<file path="src/rtl/signed_bcd_converter.sv">
`default_nettype none
// ============================================================================
//  Module   : signed_bcd_converter
//  Brief    : 16-bit two's-complement to sign + 5-digit BCD, double-dabble.
//  Revision : 1.0
// ============================================================================
module signed_bcd_converter #(
  parameter int HOLD_RESULT = 1
) (
  input  logic        Clock,
  input  logic        Reset,
  input  logic [15:0] Value,
  input  logic        Load,
  output logic        Busy,
  output logic        Valid,
  output logic        Negative,
  output logic [19:0] Bcd,
  output logic [4:0]  Blank
);

  typedef enum logic [1:0] {
    IDLE    = 2'd0,
    CONVERT = 2'd1,
    DONE    = 2'd2
  } state_t;

  state_t      r_state;
  state_t      w_state_next;
  logic [3:0]  r_count;
  logic [16:0] r_mag;
  logic [19:0] r_work;
  logic        r_neg;

  logic        w_accept;
  logic        w_last;
  logic [16:0] w_abs;
  logic [19:0] w_adj;
  logic [19:0] w_work_next;
  logic        w_shift_in;
  logic [4:0]  w_zero;
  logic [4:0]  w_blank;

  assign w_accept = Load && (r_state != CONVERT);
  assign w_last   = (r_state == CONVERT) && (r_count == 4'd15);
  assign w_abs    = Value[15] ? (17'd0 - {Value[15], Value}) : {1'b0, Value};

  // |Value| never exceeds 2^15, so bit 16 stays zero and bit 15 is the live MSB.
  assign w_shift_in  = r_mag[16] | r_mag[15];
  assign w_work_next = {w_adj[18:0], w_shift_in};

  generate
    for (genvar gi = 0; gi < 5; gi++) begin : g_digit
      assign w_adj[4*gi +: 4]  = (r_work[4*gi +: 4] >= 4'd5) ?
                                 (r_work[4*gi +: 4] + 4'd3) : r_work[4*gi +: 4];
      assign w_zero[gi]        = (w_work_next[4*gi +: 4] == 4'd0);
    end
  endgenerate

  assign w_blank = {w_zero[4],
                    &w_zero[4:3],
                    &w_zero[4:2],
                    &w_zero[4:1],
                    1'b0};

  always_ff @(posedge Clock or negedge Reset) begin
    if (!Reset) r_state <= IDLE;
    else        r_state <= w_state_next;
  end

  always_comb begin
    w_state_next = r_state;
    case (r_state)
      IDLE:    if (Load)   w_state_next = CONVERT;
      CONVERT: if (w_last) w_state_next = DONE;
      DONE:    if (Load)   w_state_next = CONVERT;
      default:             w_state_next = IDLE;
    endcase
  end

  always_ff @(posedge Clock or negedge Reset) begin
    if (!Reset) begin
      r_count  <= 4'd0;
      r_mag    <= 17'd0;
      r_work   <= 20'd0;
      r_neg    <= 1'b0;
      Busy     <= 1'b0;
      Valid    <= 1'b0;
      Negative <= 1'b0;
      Bcd      <= 20'h00000;
      Blank    <= 5'b11110;
    end else if (w_accept) begin
      r_count <= 4'd0;
      r_mag   <= w_abs;
      r_work  <= 20'd0;
      r_neg   <= Value[15];
      Busy    <= 1'b1;
      Valid   <= 1'b0;
      if (HOLD_RESULT == 0) begin
        Negative <= 1'b0;
        Bcd      <= 20'h00000;
        Blank    <= 5'b11110;
      end
    end else if (r_state == CONVERT) begin
      r_count <= r_count + 4'd1;
      r_mag   <= {1'b0, r_mag[14:0], 1'b0};
      r_work  <= w_work_next;
      if (w_last) begin
        Bcd      <= w_work_next;
        Blank    <= w_blank;
        Negative <= r_neg;
        Valid    <= 1'b1;
        Busy     <= 1'b0;
      end
    end
  end

endmodule
`default_nettype wire

</file>
<file path="config.mk">
export PLATFORM = sky130hd
export DESIGN_NAME = signed_bcd_converter
export DESIGN_NICKNAME = d
export VERILOG_FILES = /design/src/rtl/signed_bcd_converter.sv
export SDC_FILE = /design/constraint.sdc
export NUM_CORES = 1
export LEC_CHECK = 0
export CAP_MARGIN = 40
export CORE_ASPECT_RATIO = 1.4
export CORE_UTILIZATION = 35
export CTS_CLUSTER_SIZE = 12
export DETAILED_ROUTE_END_ITERATION = 10
export GPL_ROUTABILITY_DRIVEN = 0
export SLEW_MARGIN = 15
export SYNTH_ARGS = -nofsm -noshare
export SYNTH_HDL_FRONTEND = slang
export SYNTH_SLANG_ARGS = --single-unit
export TNS_END_PERCENT = 100
</file>
<file path="constraint.sdc">
create_clock -name Clock -period 1.9 [get_ports Clock]
set_input_delay 0.38 -clock Clock [delete_from_list [all_inputs] [get_ports Clock]]
set_output_delay 0.38 -clock Clock [all_outputs]
set_load 0.05 [all_outputs]
</file>
; Word level (Yosys, flattened, before mapping)
; Cells that the tools add are included.
[op_classes]
muxes = 21
n_eq_ne = 6
n_lt_le_gt_ge = 5
addsub = 7
n_bitwise = 2
multipliers = 0
n_div = 0
n_reduce_logical = 16
shifts = 0
[op_table]
columns = operator, n
row1 = $mux 17, 3
row2 = $mux 20, 2
row3 = $mux 4, 6
row4 = $ge 4x3->1 const B, 5
row5 = $sub 1x16->17 const A, 1
row6 = $add 4x2->4 const B, 4
row7 = $logic_not 4->1, 4
row8 = $mux 1, 6
row9 = $reduce_and 2->1, 3
row10 = $reduce_and 3->1, 2
row11 = $add 4x1->4 const B, 1
row12 = $eq 4x4->1 const B, 1
row13 = $mux 2, 2
row14 = $ne 2x1->1 const B, 2
row15 = $pmux 2 s2, 1
row16 = $reduce_and 4->1, 1
row17 = $reduce_bool 2->1, 2
row18 = $add 3x2->3 const B, 1
row19 = $mux 3, 1
row20 = $eq 2x1->1 const B, 1
row21 = $eq 2x2->1 const B, 1
row22 = $logic_and 1x1->1, 2
row23 = $logic_not 2->1, 1
row24 = $ne 2x2->1 const B, 1
row25 = other kinds (3), 3
[totals]
input_bits = 19
latchBits = 0
mem_bits_rw = 0
n_memories = 0
output_inout_bits = 28
register_bits = 71
romBits = 0

; Logic depth before layout (Yosys ltp)
; Gate-level depths: netlist of run 1.
[logic_depth]
ltp_word = 5
depth_mapped = 7

; Worst setup path before layout of run 1
; No wires, ideal clock.
[synth_path]
path_kind = reg-to-reg
startpoint = reg r_work[12]
endpoint = reg Blank[1]
setup_slack_ns = 0.043
arrival_ns = 1.766
path_buffers = 0
path_stages_with_launch = 8
synth_period_minus_slack_ns = 1.857
setup_time_ns = 0.091
required_time_ns = 1.809
cell_sequence = dfrtp_1 -> inv_1 -> ha_1 -> nand2b_1 -> a2111o_1 -> a221oi_2 -> nand4b_1 -> o31ai_1
[synth_via]
elab_chain_cells = 4
word_cells_on_any_way = 6
cone_classes = add/sub: 1 / order compare: 1 / mux: 1 / reduce/logical: 3
[synth_lines]
columns = element, line
row1 = start: declaration, 31  ; logic [19:0] r_work;
row2 = start signal: assignment, 106  ; r_work <= w_work_next;
row3 = $add 4x2->4 or $ge 4x3->1 (tied branches), "54, 53"
row4 = $mux 4 (*), 53  ; assign w_adj[4*gi +: 4] = (r_work[4*gi +: 4] >= 4'd5) ?
row5 = $logic_not 4->1, 55  ; assign w_zero[gi] = (w_work_next[4*gi +: 4] == 4'd0);
row6 = $reduce_and 4->1 (*), 62  ; &w_zero[4:1],
row7 = end signal: assignment, 109  ; Blank <= w_blank;
row8 = end: declaration, 18  ; output logic [4:0] Blank
; Mark *: on every way between the ends. The rest lies on a longest branch, timed or not.
; A chain may end at the register's enable or synchronous reset.

; Final worst setup path of run 1
; Ends and elaborated chain as after synthesis.

==> results of run 1 <==
metrics by stage:
step           instances  total power [mW]
6_report             613              7.94
5_1_grt              613              8.56
4_1_cts              613              7.99
3_5_place_dp         598              6.34
3_3_place_gp         598              6.20
2_1_floorplan        397              5.06
cells in the mapped netlist, types with 2 or more instances:
cell	count
nor3_1	2
nor3b_1	8
nand2b_1	5
o31ai_1	8
o21a_1	2
dfrtp_1	67
a21oi_1	36
o21ai_0	60
inv_1	14
or3_1	2
a32o_1	4
a21o_1	3
a31oi_1	3
and3_1	6
nor2_1	21
nor2b_1	3
clkbuf_1	16
nand3_1	24
o22ai_1	3
xor2_1	7
buf_1	2
mux2_2	3
mux2i_1	5
dfstp_2	4
xnor2_1	10
buf_2	2
nand2_1	50
ha_1	12
path summary, 6_finish.rpt:
kind / from / endpoint / depth (start not counted)
max in group asynchronous: Reset / Blank[4] / 2
setup / recovery: r_work[12] / Blank[1] / 6
setup reg to reg: r_work[12] / Blank[1] / 6
hold reg to reg: Blank[3] / Blank[3] / 2
min in group Clock: Blank[3] / Blank[3] / 2
hold / removal: Reset / Bcd[5] / 1
state kept, by name, indices dropped and copies added (netlist names), 2 cells and up:
name and flops:
r_work 20, r_count 4, Bcd 20, r_state 2
r_mag 17, Blank 4
routing by layer:
metal / part of all wire, % / vias to the layer above / track usage [%]
met2: 53 / 52 / 30.0
met4: 1.7 / 0 / 7.26
met5: 0 / - / 0
met3: 2.6 / 8 / 2.62
met1: 43 / 1494 / 18.5
li1: - / 1551 / -
final cells by class:
cell class,instances,area [µm²],area share [%]
well taps,135,169,3.53
multi-input cells,290,1770,37.0
clock buffers,15,278,5.80
flip-flops and latches,71,1780,37.2
repair buffers,87,733,15.3
inverters,15,56.3,1.18
cell usage in the layout, fill, tap and decap left out, types with 2 or more instances in the layout:
cell type,n
ha_1,9
dfstp_2,4
buf_4,62
clkdlybuf4s50_1,21
xnor2_1,10
a21oi_1,35
a32o_1,4
o31ai_1,8
mux2i_1,5
o21a_1,2
xor2_1,7
nor2b_1,3
inv_2,2
or3_1,2
clkbuf_1,3
ha_4,2
nor3b_1,8
buf_12,2
a21o_1,3
nand3_1,24
nand2_1,50
clkbuf_16,9
o21ai_0,59
inv_1,12
clkbuf_8,3
o22ai_1,3
dfrtp_1,66
a31oi_1,3
nand2b_1,4
and3_1,6
nor2_1,21
mux2_2,3
worst max-delay path, stage by stage, from the launching register on:
cell,delay (ns)
dfrtp_2,0.44
ha_4,0.17
nand2b_4,0.14
a2111o_1,0.38
a221oi_2,0.23
nand4b_1,0.21
o31ai_1,0.26
cells by family (layout without fill, tap and decap cells):
kind of cell             Yosys count  in the layout  share of synthesized area (%)
multiplexers                       8              8                           2.30
other                              1              1                          0.103
AO/OA/AOI/OAI                    124            124                           19.4
buffers and inverters             36            117                           3.88
flip-flops                        71             71                           48.9
XOR/XNOR                          17             17                           4.09
adder cells (fa/ha/maj)           12             12                           4.12
AND/OR/NAND/NOR                  128            128                           17.1
power by group:
| group | switching [mW] | leakage, nW | internal [mW] | total [mW] |
|---|---|---|---|---|
| clock | 0.576 | 0.136 | 0.984 | 1.56 |
| combinational | 2.26 | 1.13 | 1.56 | 3.82 |
| sequential | 0.445 | 0.901 | 2.12 | 2.57 |
| total | 3.28 | 2.17 | 4.66 | 7.94 |
what timing repair did:
action                                  4_1_cts  5_1_grt
endpoints found under the setup margin        2       21
resized for setup                             5       10
pin swaps                                     5        2
endpoints found under the hold margin         0        0
==> flow_results.xml, run 1 <==
<?xml version="1.0" encoding="UTF-8"?>
<metrics>
  <group name="status">
    <metric name="run_status" unit="">complete, but fails checks</metric>
    <metric name="failed_checks" unit="">setup timing</metric>
  </group>
  <group name="cts">
    <metric name="clk_root_buffer_cell" unit="">clkbuf_16</metric>
    <metric name="clk_path_buf_depth" unit="">2</metric>
    <metric name="cts-hold-fix-buffers" unit="">0</metric>
    <metric name="clk-insertion-delay-late" unit="ns">0.33</metric>
    <metric name="cts.sinks" unit="">71</metric>
    <metric name="tritoncts" unit="">yes</metric>
    <metric name="clk_pin_slew" unit="ns">0.06</metric>
    <metric name="htreeDepth" unit="">3</metric>
    <metric name="cts-buffers-inserted" unit="">9</metric>
    <metric name="cts.repair_timing.setup_buffer_count" unit="">0</metric>
  </group>
  <group name="pwr">
    <metric name="powerDensity" unit="mW/mm²">1660</metric>
    <metric name="vdd_drop_max" unit="mV">0.516</metric>
    <metric name="total_leakage_power" unit="nW">2.17</metric>
  </group>
  <group name="logic_synthesis">
    <metric name="syn_nets" unit="">428</metric>
    <metric name="yosysSeqAreaShare" unit="%">48.9</metric>
    <metric name="yosys.area.top_type_share" unit="%">46.0</metric>
    <metric name="synth_top_cells_by_area" unit="">dfrtp_1 46%, o21ai_0 8.2%, nand2_1 5.2%</metric>
    <metric name="post_synth_inst_count" unit="">397</metric>
    <metric name="synth_flop_cell" unit="">dfrtp_1</metric>
    <metric name="synthDistinctLibCells" unit="">43</metric>
    <metric name="synth.largest_area_cell" unit="">dfrtp_1</metric>
    <metric name="post_syn_area_per_cell" unit="µm²">9.17</metric>
    <metric name="synth.cell_area" unit="mm²">0.00364</metric>
    <metric name="post_synth_arst_share" unit="%">100</metric>
    <metric name="postSynthRegisterBits" unit="">71</metric>
    <metric name="yosys_warnings" unit="">0</metric>
    <metric name="number_of_enable_type_register_cells_in_the_synthesized_netlist" unit="">0</metric>
  </group>
  <group name="route">
    <metric name="drc_errors" unit="">0</metric>
    <metric name="post_drt_via_cell_ratio" unit="">5.07</metric>
    <metric name="final_antenna_net_count" unit="">0</metric>
    <metric name="drt-wirelength-per-cell" unit="µm">13.1</metric>
    <metric name="detail_route.first_pass.iterations" unit="">4</metric>
    <metric name="dr_total_vias" unit="">3105</metric>
    <metric name="wl" unit="µm">8050</metric>
    <metric name="detail_route.iter0.violations" unit="">94</metric>
  </group>
  <group name="timing">
    <metric name="layout_setup_ws" unit="ns">-0.0131</metric>
    <metric name="fmax" unit="GHz">0.523</metric>
    <metric name="setup_viol" unit="">1</metric>
    <metric name="fin_hold_ws" unit="ns">0.0480</metric>
    <metric name="min_period" unit="ns">1.91</metric>
    <metric name="timing_worst_slew_pin_value" unit="ns">0.580</metric>
    <metric name="clock_skew" unit="ns">0.00597</metric>
    <metric name="min_period_over_period" unit="%">101</metric>
    <metric name="finalHoldViolations" unit="">0</metric>
    <metric name="slew_headroom" unit="%">61.3</metric>
    <metric name="max_transition_viols_final" unit="">0</metric>
    <metric name="setup-tns-final" unit="ns">-0.0131</metric>
    <metric name="rsz0062_at_grt" unit="">yes</metric>
  </group>
  <group name="die">
    <metric name="die_y" unit="µm">123</metric>
    <metric name="initial_core_util" unit="%">36.4</metric>
    <metric name="floorplan.die_area" unit="mm²">0.0108</metric>
    <metric name="die_width" unit="µm">88.2</metric>
    <metric name="boundaryPins" unit="">47</metric>
    <metric name="fp.coreArea" unit="mm²">0.0100</metric>
    <metric name="row_count" unit="">43</metric>
  </group>
  <group name="critical_path">
    <metric name="ff2ff_setup_slack" unit="ns">-0.01</metric>
    <metric name="criticalPathCategory" unit="">flip-flop to flip-flop</metric>
    <metric name="arr_time_crit_path" unit="ns">2.15</metric>
    <metric name="critical_path_fanouts_max" unit="">3</metric>
    <metric name="timing.critical_path.required" unit="ns">2.14</metric>
    <metric name="worst_setup_ep_type" unit="">flip-flop</metric>
    <metric name="timing.critical_path.from_type" unit="">flip-flop</metric>
  </group>
  <group name="global_routing">
    <metric name="antenna_found_initial" unit="">0</metric>
    <metric name="grt_first_pass_wirelength" unit="µm">13900</metric>
    <metric name="grt_start_max_net_pins" unit="">51</metric>
    <metric name="grt_util_all_layers" unit="%">16.5</metric>
    <metric name="grt_pass1_vias" unit="">3073</metric>
    <metric name="grt_remaining_overflow" unit="">0</metric>
  </group>
  <group name="finish">
    <metric name="nNetsFinal" unit="">505</metric>
    <metric name="synthToLayoutAreaGrowth" unit="%">31.6</metric>
    <metric name="num-fill-cells" unit="">1025</metric>
    <metric name="postLayoutCellArea" unit="mm²">0.00479</metric>
    <metric name="drive_gt1_share" unit="%">20.5</metric>
    <metric name="antenna_cells_inserted" unit="">0</metric>
    <metric name="final_util" unit="%">47.9</metric>
  </group>
  <group name="placed_design">
    <metric name="dpl.hpwl" unit="µm">5760</metric>
    <metric name="post_dp_cell_area" unit="mm²">0.00446</metric>
    <metric name="place_worst_setup_slack" unit="ns">-0.295</metric>
    <metric name="number_of_port_buffers" unit="">45</metric>
  </group>
  <group name="worst_hold_path">
    <metric name="worst_hold_path_type" unit="">primary input to async pin</metric>
  </group>
  <group name="flow_run">
    <metric name="max-cap-violations" unit="">0</metric>
  </group>
</metrics>
No activity file was read; power rests on OpenSTA's default activity.
==> inputs of run 2 (changes only) <==
--- a/config.mk
+++ b/config.mk
@@ -11,6 +11,7 @@
 export CTS_CLUSTER_SIZE = 12
 export DETAILED_ROUTE_END_ITERATION = 10
 export GPL_ROUTABILITY_DRIVEN = 0
+export SETUP_SLACK_MARGIN = 0.2
 export SLEW_MARGIN = 15
 export SYNTH_ARGS = -nofsm -noshare
 export SYNTH_HDL_FRONTEND = slang
==> run 2 against run 1 <==
Compared with the run above:
- the run still ends with setup timing left
- combinational power up 5.2%
- worst setup slack got worse by 0.026 ns
- clock power is essentially flat
- routed wire length down 0.34%
- fmax fell by 1.4%
- final area increased by 4.2%
- via count did not move
==> flow_results.xml, run 2 (synthesized netlist as in run 1, its figures left out) <==
<?xml version="1.0" encoding="UTF-8"?>
<metrics>
  <group name="timing">
    <metric name="fmax" unit="GHz">0.516</metric>
    <metric name="finalHoldViolations" unit="">0</metric>
    <metric name="rsz0062_at_grt" unit="">yes</metric>
    <metric name="clock_skew" unit="ns">0.00461</metric>
    <metric name="setup_viol" unit="">2</metric>
    <metric name="layout_setup_ws" unit="ns">-0.0395</metric>
    <metric name="min_period" unit="ns">1.94</metric>
    <metric name="max_transition_viols_final" unit="">0</metric>
    <metric name="fin_hold_ws" unit="ns">0.459</metric>
    <metric name="min_period_over_period" unit="%">102</metric>
  </group>
  <group name="finish">
    <metric name="final_cell_mix" unit="">68 x buf_4, 65 x dfrtp_1, 55 x o21ai_0, 49 x nand2_1, 30 x a21oi_1</metric>
    <metric name="nNetsFinal" unit="">511</metric>
    <metric name="num-fill-cells" unit="">996</metric>
    <metric name="footprint_of_the_multi_input_gates" unit="mm²">0.00192</metric>
    <metric name="sequential_cell_area" unit="mm²">0.00178</metric>
    <metric name="antenna_cells_inserted" unit="">0</metric>
    <metric name="final_util" unit="%">49.9</metric>
    <metric name="drive_gt1_share" unit="%">26.8</metric>
    <metric name="largestRegisters" unit="">Bcd: 20 flops, r_work: 20 flops, r_mag: 17 flops</metric>
    <metric name="synthToLayoutAreaGrowth" unit="%">37.1</metric>
    <metric name="layout_commonest_cell" unit="">buf_4</metric>
  </group>
  <group name="route">
    <metric name="detail_route.first_pass.iterations" unit="">4</metric>
    <metric name="drc_errors" unit="">0</metric>
    <metric name="drt-wirelength-per-cell" unit="µm">12.9</metric>
    <metric name="final_antenna_net_count" unit="">0</metric>
    <metric name="post_drt_via_cell_ratio" unit="">5.01</metric>
    <metric name="dr_total_vias" unit="">3105</metric>
    <metric name="detail_route.iter0.violations" unit="">175</metric>
    <metric name="wl" unit="µm">8020</metric>
  </group>
  <group name="cts">
    <metric name="cts-buffers-inserted" unit="">9</metric>
    <metric name="clk_pin_slew" unit="ns">0.05</metric>
    <metric name="clk_path_buf_depth" unit="">2</metric>
    <metric name="cts.sinks" unit="">71</metric>
    <metric name="tritoncts" unit="">yes</metric>
    <metric name="clk-insertion-delay-late" unit="ns">0.33</metric>
    <metric name="clk_root_buffer_cell" unit="">clkbuf_16</metric>
    <metric name="htreeDepth" unit="">3</metric>
  </group>
  <group name="die">
    <metric name="floorplan.die_area" unit="mm²">0.0108</metric>
    <metric name="die_y" unit="µm">123</metric>
    <metric name="die_width" unit="µm">88.2</metric>
    <metric name="initial_core_util" unit="%">36.4</metric>
    <metric name="fp.coreArea" unit="mm²">0.0100</metric>
    <metric name="row_count" unit="">43</metric>
    <metric name="boundaryPins" unit="">47</metric>
  </group>
  <group name="placed_design">
    <metric name="number_of_port_buffers" unit="">45</metric>
    <metric name="dpl.hpwl" unit="µm">5480</metric>
    <metric name="place_worst_setup_slack" unit="ns">-0.206</metric>
  </group>
  <group name="global_routing">
    <metric name="grt_util_all_layers" unit="%">16.7</metric>
    <metric name="groute.layer.met1.usage" unit="%">19.5</metric>
    <metric name="grt_remaining_overflow" unit="">0</metric>
    <metric name="antenna_found_initial" unit="">0</metric>
    <metric name="global_route.peak_usage_layer" unit="">met2</metric>
    <metric name="gr-usage-met2" unit="%">28.8</metric>
    <metric name="grt_pass1_vias" unit="">3144</metric>
    <metric name="grt_start_max_net_pins" unit="">58</metric>
    <metric name="grt_first_pass_wirelength" unit="µm">14000</metric>
    <metric name="grtUsageMet3" unit="%">2.29</metric>
  </group>
  <group name="status">
    <metric name="failed_checks" unit="">setup timing</metric>
    <metric name="run_status" unit="">complete, but fails checks</metric>
  </group>
  <group name="pwr">
    <metric name="power.net_switching" unit="mW">3.38</metric>
    <metric name="powerDensity" unit="mW/mm²">1640</metric>
    <metric name="fin_total_pwr" unit="mW">8.17</metric>
    <metric name="power_frac_comb" unit="%">49.2</metric>
    <metric name="total_leakage_power" unit="nW">2.29</metric>
    <metric name="cell_internal_pwr" unit="mW">4.79</metric>
    <metric name="power.share.sequential" unit="%">31.5</metric>
    <metric name="power_frac_clock" unit="%">19.2</metric>
    <metric name="p_sw_share" unit="%">41.3</metric>
    <metric name="vdd_drop_max" unit="mV">0.560</metric>
  </group>
  <group name="critical_path">
    <metric name="criticalPathCategory" unit="">flip-flop to flip-flop</metric>
    <metric name="timing.critical_path.from_type" unit="">flip-flop</metric>
    <metric name="worst_setup_ep_type" unit="">flip-flop</metric>
    <metric name="critical_path_fanouts_max" unit="">3</metric>
    <metric name="timing.critical_path.required" unit="ns">2.14</metric>
    <metric name="arr_time_crit_path" unit="ns">2.18</metric>
  </group>
  <group name="flow_run">
    <metric name="max-cap-violations" unit="">0</metric>
  </group>
  <group name="worst_hold_path">
    <metric name="worst_hold_path_type" unit="">flip-flop to flip-flop</metric>
  </group>
</metrics>
run 2: final cells by class:
| type | instances | share of cell area (%) |
|---|---|---|
| clock buffer | 16 | 5.64 |
| inverter | 15 | 1.13 |
| multi-input combinational | 290 | 38.5 |
| sequential | 71 | 35.7 |
| tap | 135 | 3.38 |
| timing repair buffer | 93 | 15.6 |
run 2: what timing repair did:
| action | in CTS | in global routing |
|---|---|---|
| endpoints found under the setup margin | 23 | 26 |
| hold endpoints to repair | 11 | 0 |
| gates resized for setup | 17 | 44 |
| pin swaps | 3 | 15 |
| hold buffers | 1 | 0 |
| setup buffers | 4 | 4 |
run 2: stage by stage:
| step | cell area [µm²] | cells | TNS, ns |
|---|---|---|---|
| after floorplan | 3670 | 397 | 0 |
| after global placement | 4450 | 595 | -0.856 |
| after detailed placement | 4450 | 595 | -1.21 |
| after CTS | 4820 | 616 | -0.0169 |
| after global routing | 4990 | 620 | -0.255 |
| final | 4990 | 620 | -0.0471 |
run 2: routing by layer:
layer  wire [µm]  share of wire, %
met5           0                 0
met4         182               2.3
met3         187               2.3
met2        4220                53
met1        3430                43
run 2: worst paths after layout:
| check | startpoint | end | slack (ns) | cells after the start |
|---|---|---|---|---|
| min | Blank[4] | Blank[4] | 0.46 | 2 |
| max in group asynchronous | Reset | Blank[4] | 0.74 | 3 |
| min reg2reg | Blank[4] | Blank[4] | 0.46 | 2 |
| min in group asynchronous | Reset | Bcd[2] | 0.49 | 2 |
| max | r_work[12] | Blank[1] | -0.04 | 6 |
| max reg2reg | r_work[12] | Blank[1] | -0.04 | 6 |
run 2: critical path: stages (launching register included):
cell and delay [ns]:
dfrtp_2 0.44, ha_4 0.17, nand2b_4 0.13, a2111o_1 0.37, a221oi_2 0.22, nand4b_1 0.26
o31ai_2 0.26
run 2: power groups by stage:
stage / combinational, mW / clock (mW) / sequential, mW
6_report: 4.02 / 1.57 / 2.58
4_1_cts: 3.84 / 1.60 / 2.56
3_5_place_dp: 3.72 / 0 / 2.57
3_3_place_gp: 3.65 / 0 / 2.54
2_1_floorplan: 2.00 / 0 / 3.12
5_1_grt: 4.47 / 1.67 / 2.67
==> inputs of run 3 (changes only) <==
--- a/config.mk
+++ b/config.mk
@@ -6,11 +6,12 @@
 export NUM_CORES = 1
 export LEC_CHECK = 0
 export CAP_MARGIN = 40
-export CORE_ASPECT_RATIO = 1.4
+export CORE_MARGIN = 5
 export CORE_UTILIZATION = 35
 export CTS_CLUSTER_SIZE = 12
 export DETAILED_ROUTE_END_ITERATION = 10
 export GPL_ROUTABILITY_DRIVEN = 0
+export PLACE_DENSITY_LB_ADDON = 0.15
 export SETUP_SLACK_MARGIN = 0.2
 export SLEW_MARGIN = 15
 export SYNTH_ARGS = -nofsm -noshare
==> run 3 against run 2 <==
Compared with the run above:
- the run now ends clean
- combinational power up 1%
- sequential cell count unchanged
- clock-buffer cell count down 5
- die area up 16%
- critical endpoint unchanged
- final cell count up 0.65%
- register-to-register slack better by 0.05 ns
- largest power group unchanged
==> flow_results.xml, run 3 (synthesized netlist as in run 1, its figures left out) <==
<?xml version="1.0" encoding="UTF-8"?>
<metrics>
  <group name="timing">
    <metric name="fin_hold_ws" unit="ns">0.0203</metric>
    <metric name="setup_viol" unit="">0</metric>
    <metric name="min_period_over_period" unit="%">99.2</metric>
    <metric name="finalHoldViolations" unit="">0</metric>
    <metric name="rsz0062_at_grt" unit="">yes</metric>
    <metric name="fmax" unit="GHz">0.530</metric>
    <metric name="clock_skew" unit="ns">0.0106</metric>
    <metric name="max_transition_viols_final" unit="">0</metric>
    <metric name="min_period" unit="ns">1.89</metric>
  </group>
  <group name="critical_path">
    <metric name="criticalPathCategory" unit="">flip-flop to flip-flop</metric>
    <metric name="slowest_delay" unit="ns">0.43</metric>
    <metric name="critical_path.top_delay_family" unit="">compound AO/OA/AOI/OAI gates</metric>
    <metric name="timing.critical_path.required" unit="ns">2.15</metric>
    <metric name="worst_setup_ep_type" unit="">flip-flop</metric>
    <metric name="ff2ff_setup_slack" unit="ns">0.01</metric>
    <metric name="critical_path_fanouts_max" unit="">3</metric>
    <metric name="arr_time_crit_path" unit="ns">2.13</metric>
    <metric name="critical_path_buf_inv_count" unit="">1</metric>
    <metric name="worst_path_max_delay_cell" unit="">dfrtp_1</metric>
    <metric name="timing.critical_path.from_type" unit="">flip-flop</metric>
    <metric name="worst_r2r_path_cells" unit="">7</metric>
    <metric name="ordered_cell_list_for_the_critical_path" unit="">inv_2 &gt; ha_4 &gt; nand2b_4 &gt; a2111o_1 &gt; a221oi_2 &gt; nand4b_1 &gt; o31ai_1</metric>
    <metric name="critical_r2r_capture" unit="">Blank[1]</metric>
    <metric name="rr_startpoint" unit="">r_work[12]</metric>
  </group>
  <group name="pwr">
    <metric name="power_frac_clock" unit="%">18.6</metric>
    <metric name="vdd_drop_max" unit="mV">0.577</metric>
    <metric name="power.share.sequential" unit="%">31.6</metric>
    <metric name="cell_internal_pwr" unit="mW">4.79</metric>
    <metric name="powerDensity" unit="mW/mm²">1650</metric>
    <metric name="power.net_switching" unit="mW">3.37</metric>
    <metric name="total_leakage_power" unit="nW">2.26</metric>
    <metric name="power_frac_comb" unit="%">49.9</metric>
    <metric name="fin_total_pwr" unit="mW">8.16</metric>
    <metric name="p_sw_share" unit="%">41.3</metric>
  </group>
  <group name="die">
    <metric name="floorplan.die_area" unit="mm²">0.0125</metric>
    <metric name="row_count" unit="">37</metric>
    <metric name="boundaryPins" unit="">47</metric>
    <metric name="initial_core_util" unit="%">35.6</metric>
    <metric name="fp.coreArea" unit="mm²">0.0102</metric>
    <metric name="die_width" unit="µm">112</metric>
    <metric name="die_y" unit="µm">112</metric>
  </group>
  <group name="finish">
    <metric name="post_layout_nonfiller_instances" unit="">624</metric>
    <metric name="nNetsFinal" unit="">514</metric>
    <metric name="synthToLayoutAreaGrowth" unit="%">35.9</metric>
    <metric name="largestRegisters" unit="">Bcd: 20 flops, r_work: 20 flops, r_mag: 17 flops</metric>
    <metric name="num-fill-cells" unit="">1007</metric>
    <metric name="layout_commonest_cell" unit="">buf_4</metric>
    <metric name="drive_gt1_share" unit="%">26.8</metric>
    <metric name="final_cell_mix" unit="">68 x buf_4, 66 x dfrtp_1, 53 x o21ai_0, 48 x nand2_1, 31 x a21oi_1</metric>
    <metric name="antenna_cells_inserted" unit="">0</metric>
  </group>
  <group name="cts">
    <metric name="htreeDepth" unit="">3</metric>
    <metric name="clk_root_buffer_cell" unit="">clkbuf_8</metric>
    <metric name="clk_path_buf_depth" unit="">2</metric>
    <metric name="tritoncts" unit="">yes</metric>
    <metric name="clk_pin_slew" unit="ns">0.08</metric>
    <metric name="cts.sinks" unit="">71</metric>
    <metric name="cts-buffers-inserted" unit="">9</metric>
    <metric name="clk-insertion-delay-late" unit="ns">0.34</metric>
  </group>
  <group name="global_routing">
    <metric name="grt_first_pass_wirelength" unit="µm">14300</metric>
    <metric name="grt_start_max_net_pins" unit="">46</metric>
    <metric name="grt_pass1_vias" unit="">3024</metric>
    <metric name="antenna_found_initial" unit="">0</metric>
    <metric name="grt_remaining_overflow" unit="">0</metric>
    <metric name="grt_util_all_layers" unit="%">13.7</metric>
  </group>
  <group name="route">
    <metric name="wl" unit="µm">8330</metric>
    <metric name="detail_route.iter0.violations" unit="">107</metric>
    <metric name="detail_route.first_pass.iterations" unit="">4</metric>
    <metric name="dr_total_vias" unit="">3093</metric>
    <metric name="final_antenna_net_count" unit="">0</metric>
    <metric name="drc_errors" unit="">0</metric>
    <metric name="post_drt_via_cell_ratio" unit="">4.96</metric>
    <metric name="drt-wirelength-per-cell" unit="µm">13.3</metric>
  </group>
  <group name="placed_design">
    <metric name="dpl.hpwl" unit="µm">5760</metric>
    <metric name="place_inst" unit="">600</metric>
    <metric name="number_of_port_buffers" unit="">45</metric>
  </group>
  <group name="flow_run">
    <metric name="max-cap-violations" unit="">0</metric>
  </group>
  <group name="status">
    <metric name="run_status" unit="">finished, final reports clean</metric>
  </group>
  <group name="worst_hold_path">
    <metric name="worst_hold_path_type" unit="">primary input to async pin</metric>
  </group>
</metrics>
==> run 3: what timing repair did <==
item	CTS	global route
gates cloned	0	0
gates resized for setup	15	35
pin swaps	1	9
setup buffers	1	7
hold buffers	0	0
setup endpoints to repair	33	28
==> run 3: how the worst max path moves through the flow <==
stage	startpoint	end	slack, ns	cells after the start
2_1_floorplan	r_work[13]	Blank[1]	0.17	7
3_3_place_gp	Value[5]	r_mag[12]	-0.17	6
3_5_place_dp	Value[5]	r_mag[12]	-0.21	6
4_1_cts	r_work[13]	Blank[1]	0.01	7
5_1_grt	r_work[12]	Blank[1]	-0.15	7
6_report	r_work[12]	Blank[1]	0.01	7
==> run 3: power by group through the flow <==
stage	clock [mW]	sequential, mW	combinational, mW
2_1_floorplan	0	3.12	2.00
3_3_place_gp	0	2.57	3.73
3_5_place_dp	0	2.59	3.80
4_1_cts	1.56	2.57	3.83
5_1_grt	1.63	2.66	4.55
6_report	1.52	2.58	4.07
==> run 3: area by class of cell <==
| class | count | area [µm²] | share of cell area (%) |
|---|---|---|---|
| inverters | 15 | 56.3 | 1.14 |
| well taps | 136 | 170 | 3.44 |
| repair buffers | 96 | 815 | 16.5 |
| clock buffers | 11 | 151 | 3.06 |
| multi-input cells | 290 | 1870 | 37.8 |
| clock inverters | 5 | 104 | 2.10 |
| flip-flops and latches | 71 | 1780 | 36.0 |
==> run 3: stage by stage <==
step	area (µm²)	setup WS [ns]	TNS (ns)	utilization, %
2_1_floorplan	3670	0.165	0	-
5_1_grt	4950	-0.147	-0.323	48.4
3_3_place_gp	4510	-0.173	-0.852	44.1
3_5_place_dp	4510	-0.208	-1.19	44.1
4_1_cts	4790	0.0129	0	46.8
6_report	4950	0.0147	0	48.4
==> run 3: layer usage <==
| metal | vias to the layer above | share of wire [%] | GRT usage, % | wire length (µm) |
|---|---|---|---|---|
| met4 | 0 | 1.6 | 4.65 | 130 |
| met2 | 54 | 46 | 21.3 | 3840 |
| met3 | 13 | 3.6 | 2.77 | 297 |
| met5 | - | 0 | 0 | 0 |
| met1 | 1449 | 49 | 19.0 | 4060 |
| li1 | 1577 | - | - | - |
==> run 3: worst reg2reg max path, delay by kind of cell, from the launching register on <==
kind	cells	cell delay [ns]
DFF	1	0.43
buffers and inverters	1	0.11
AOI/OAI and AO/OA	3	0.83
adders and majority gates	1	0.16
and+or+nand+nor	2	0.27
